<file path="src/rtl/axis_pkt_master.sv">
// AXI-Stream packet source: bursts of fixed-length packets carrying an incrementing counter.
// Define AXIS_PKT_MASTER_GAP_EN to insert GAP_CYCLES idle cycles between packets of a burst.
//
// state | meaning
// IDLE  | waiting for start; zero-length requests answered with a done pulse
// SEND  | presenting beats; tlast marks the final beat of each packet
// GAP   | (AXIS_PKT_MASTER_GAP_EN only) tvalid low between packets
// DONE  | one-cycle completion, done=1, then IDLE
module axis_pkt_master #(
  parameter int DATA_W     = 32,
  parameter int LEN_W      = 16,
  parameter int CNT_W      = 8,
  parameter int GAP_CYCLES = 2
) (
  input  logic              clk,
  input  logic              rst,
  input  logic              start,
  input  logic [LEN_W-1:0]  pkt_len,
  input  logic [CNT_W-1:0]  num_pkts,
  input  logic [DATA_W-1:0] seed,
  output logic              busy,
  output logic              done,
  output logic              m_tvalid,
  input  logic              m_tready,
  output logic [DATA_W-1:0] m_tdata,
  output logic              m_tlast
);

`ifdef AXIS_PKT_MASTER_GAP_EN
  localparam int GAP_W = (GAP_CYCLES > 1) ? $clog2(GAP_CYCLES) : 1;
  typedef enum logic [1:0] {IDLE, SEND, GAP, DONE} state_t;
  logic [GAP_W-1:0] gap_cnt;
`else
  typedef enum logic [1:0] {IDLE, SEND, DONE} state_t;
`endif

  state_t           state;
  logic [LEN_W-1:0] len_q;
  logic [LEN_W-1:0] beat_cnt;
  logic [CNT_W-1:0] num_q;
  logic [CNT_W-1:0] pkt_cnt;
  logic             xfer;
  logic             last_pkt;
  logic             next_last;

  always_comb begin
    xfer      = m_tvalid & m_tready;
    last_pkt  = (pkt_cnt == num_q - CNT_W'(1));
    next_last = ((beat_cnt + LEN_W'(1)) == (len_q - LEN_W'(1)));
  end

  always_ff @(posedge clk) begin
    if (!rst) begin
      state    <= IDLE;
      m_tvalid <= 1'b0;
      m_tlast  <= 1'b0;
      m_tdata  <= '0;
      busy     <= 1'b0;
      done     <= 1'b0;
      len_q    <= '0;
      num_q    <= '0;
      beat_cnt <= '0;
      pkt_cnt  <= '0;
`ifdef AXIS_PKT_MASTER_GAP_EN
      gap_cnt  <= '0;
`endif
    end else begin
      done <= 1'b0;
      case (state)
        IDLE: begin
          if (start) begin
            if (pkt_len != '0 && num_pkts != '0) begin
              len_q    <= pkt_len;
              num_q    <= num_pkts;
              m_tdata  <= seed;
              beat_cnt <= '0;
              pkt_cnt  <= '0;
              m_tvalid <= 1'b1;
              m_tlast  <= (pkt_len == LEN_W'(1));
              busy     <= 1'b1;
              state    <= SEND;
            end else begin
              done <= 1'b1;
            end
          end
        end
        SEND: begin
          if (xfer) begin
            m_tdata <= m_tdata + DATA_W'(1);
            // m_tlast doubles as "beat counter is at pkt_len-1"
            if (m_tlast) begin
              if (last_pkt) begin
                m_tvalid <= 1'b0;
                m_tlast  <= 1'b0;
                busy     <= 1'b0;
                done     <= 1'b1;
                state    <= DONE;
              end else begin
                beat_cnt <= '0;
                pkt_cnt  <= pkt_cnt + CNT_W'(1);
                m_tlast  <= (len_q == LEN_W'(1));
`ifdef AXIS_PKT_MASTER_GAP_EN
                m_tvalid <= 1'b0;
                gap_cnt  <= GAP_W'(GAP_CYCLES - 1);
                state    <= GAP;
`endif
              end
            end else begin
              beat_cnt <= beat_cnt + LEN_W'(1);
              m_tlast  <= next_last;
            end
          end
        end
`ifdef AXIS_PKT_MASTER_GAP_EN
        GAP: begin
          if (gap_cnt == '0) begin
            m_tvalid <= 1'b1;
            state    <= SEND;
          end else begin
            gap_cnt <= gap_cnt - GAP_W'(1);
          end
        end
`endif
        DONE: state <= IDLE;
        default: state <= IDLE;
      endcase
    end
  end

endmodule

</file>
<file path="config.mk">
export PLATFORM = sky130hd
export DESIGN_NAME = axis_pkt_master
export DESIGN_NICKNAME = d
export VERILOG_FILES = /design/src/rtl/axis_pkt_master.sv
export SDC_FILE = /design/constraint.sdc
export NUM_CORES = 1
export LEC_CHECK = 0
export CELL_PAD_IN_SITES_DETAIL_PLACEMENT = 1
export CELL_PAD_IN_SITES_GLOBAL_PLACEMENT = 2
export CORE_MARGIN = 4
export CORE_UTILIZATION = 28
export CTS_BUF_LIST = sky130_fd_sc_hd__clkbuf_2
export CTS_CLUSTER_DIAMETER = 60
export DETAILED_ROUTE_END_ITERATION = 8
export PLACE_DENSITY = 0.89
export SKIP_CTS_REPAIR_TIMING = 1
export SLEW_MARGIN = 20
export SYNTH_ARGS = -nofsm -noshare
export SYNTH_HDL_FRONTEND = slang
export SYNTH_SLANG_ARGS = --single-unit
</file>
<file path="constraint.sdc">
create_clock -name clk -period 2.1 [get_ports clk]
set_input_delay 0.21 -clock clk [delete_from_list [all_inputs] [get_ports clk]]
set_output_delay 0.21 -clock clk [all_outputs]
set_load 0.01 [all_outputs]
</file>
==> results.cfg <==
[timing]
fin_crit_ns = 2.37
post-route-period-util_pct = 113
setup_violations = 33
tightest_slew_ns = 0.645
setup_ws_ns = -0.272
setup_tns_ns = -4.39
maxSlewViolCount = 0
fmax_ghz = 0.422
fin_skew_ns = 0.0503
hold_viol_final = 0
max_slew_margin_pct = 57.0
rsz0062_at_grt = true

[die]
io_pins = 96
die_w_um = 146
fp.dieH_um = 146
core_area_um2 = 18700
die-area_um2 = 21300
initial_core_util_pct = 28.6
rows = 50

[finish]
finish.utilization_pct = 43.2
area_delta_synth_final_pct = 51.2
nNetsFinal = 986
stdcell_count = 1160
final_cell_area_um2 = 8080
final_common_cell = buf_4
most-common-layout-cells = buf_4 (150), nand2_1 (108), clkdlybuf4s50_1 (95), dfxtp_1 (72), a21oi_1 (61)
drive_gt1_share_pct = 28.0

[synthesis]
synth_edf_count = 0
yosysWarnings = 0
synth-seq-area-share_pct = 31.9
synth-seq-cells = 85
syn_inst = 694
async_flop_share_pct = 0
netlist_area_um2 = 5340
syn-num-nets = 760
synth_area_per_cell_um2 = 7.70
synth_ff_type = dfxtp_1
synth.distinct_cells = 71

[pwr]
p_leak_nw = 3.01
powerDensity_nw_per_um2 = 486
peakVddDrop_v = 0.000214

[clocking]
cts_inserted_buffers = 9
clk_pin_slew_ns = 0.29
root_buffer = clkbuf_2
cts.htree.levels = 3
clkSinkCount = 85
cts_buffer_depth = 2
insertion_delay_ns = 0.62
tritoncts = done

[placement]
gp_congestion = 0.876
dp_worst_setup_slack_ns = -1.02
dp.cells = 1120
io_buffers = 95
dp_hpwl_um = 15400
placed_cell_area_um2 = 7450

[outcome]
violations = negative setup slack
status = complete, but fails checks

[setup_path]
crit_top_cell = buf_4
cp_slowest_cell = dfxtp_2
cp_top_family = compound AO/OA/AOI/OAI gates
critPathMaxFanout = 6
cp_num_buf_inv = 3
critical_path.cell_chain = buf_6 > or3_4 > o41ai_2 > o311a_1 > buf_4 > and3_4 > a31oi_4 > buf_4 > a311oi_2
cpPeakStageDelay_ns = 0.40
crit_type = flip-flop to flip-flop
startpoint_type = flip-flop
end_kind = flip-flop
arrival_ns = 2.89
crit_required_ns = 2.62

[route]
wl_um = 20900
dr.pass1.iters = 7
viasPerCell = 5.21
drt_iter0_markers = 311
drc = 0
via_count = 6047
final_antenna_net_count = 0
wl_per_cell_um = 18.0

[hold_path]
hold_class = input port to flip-flop

[global_routing]
grt_pass1_vias = 6195
antenna_found_initial = 1
grt_pass1_wl_um = 32900
grt_max_degree = 52
overflow = 0
grt.total_usage_pct = 18.7

[flow_run]
maxCapViolations = 0
-- tightest hold or removal path, stage by stage --
cell,delay (ns)
clkdlybuf4s50_1,0.39
nand3_1,0.06
a31oi_1,0.07
-- path summary, 6_finish.rpt --
path         depth (start not counted)           to  slack [ns]     start
max                                  9  beat_cnt[7]       -0.27  num_q[0]
min reg2reg                          2     num_q[7]        0.50  num_q[7]
max reg2reg                          9  beat_cnt[7]       -0.27  num_q[0]
min                                  3   m_tdata[0]        0.12   seed[0]
-- sequential cells by signal, indices dropped and copies added, names as in the netlist --
register and cells:
beat_cnt 16, done 1, len_q 16, m_tdata 32
m_tlast 1, m_tvalid 1, num_q 8, pkt_cnt 8
state 2
-- where the power goes --
group	internal (mW)	switching (mW)
clock	0.267	0.647
sequential	1.70	0.0792
combinational	0.634	0.600
-- area by class of cell --
cell class,instances,area (um2)
fillers,2260,10600
multi-input cells,553,3660
repair buffers,257,2230
flip-flops and latches,85,1720
well taps,234,293
clock inverters,7,63.8
inverters,14,55.1
clock buffers,9,45.0
diodes,1,2.50
-- Yosys cell counts (all sizes together) (3+ instances only) --
cell type	number	area [um2]
nand2	112	420
dfxtp	85	1700
a21oi	65	325
nor2	51	191
xnor2	46	403
o21ai	36	191
clkbuf	34	158
nand3	30	150
a31oi	19	134
nand4	17	106
nor3	17	90.1
nor4	16	121
and3	13	82.6
and2	12	75.1
inv	12	45.0
xor2	12	105
a211oi	10	92.6
buf	9	75.1
nor2b	7	43.8
ha	6	75.1
o22ai	6	37.5
nand2b	5	31.3
o21a	5	37.5
o221ai	5	43.8
a311oi	4	35.0
a31o	4	35.0
and4	4	35.0
o211ai	4	30.0
o221a	4	45.0
a2111oi	3	63.8
o31ai	3	22.5
o41ai	3	26.3
or3	3	18.8
-- logic make-up (layout without fill, tap and decap cells) --
logic type,count (synthesis),after routing,synth area share [%]
xor gates and xnor gates,58,58,9.51
other,0,1,0
and+or+nand+nor,294,294,26.6
buffers and inverters,57,287,5.34
AOI/OAI and AO/OA,192,193,24.9
DFF,85,85,31.9
muxes,2,2,0.375
adders and majority gates,6,6,1.41
-- layer usage --
layer	part of all wire (%)	global-route usage [%]
met5	0	0
met4	1.2	4.66
met3	3.5	2.79
met2	49	32.3
met1	46	24.7
-- through the flow --
step | hold WS [ns] | total power, mW
floorplan | 0.346 | 2.37
global placement | 0.459 | 2.91
detailed placement | 0.468 | 2.93
CTS | 0.0804 | 3.85
global route | 0.0908 | 4.13
finish | 0.119 | 3.93
Note: power is estimated with default switching activity, not from simulation.
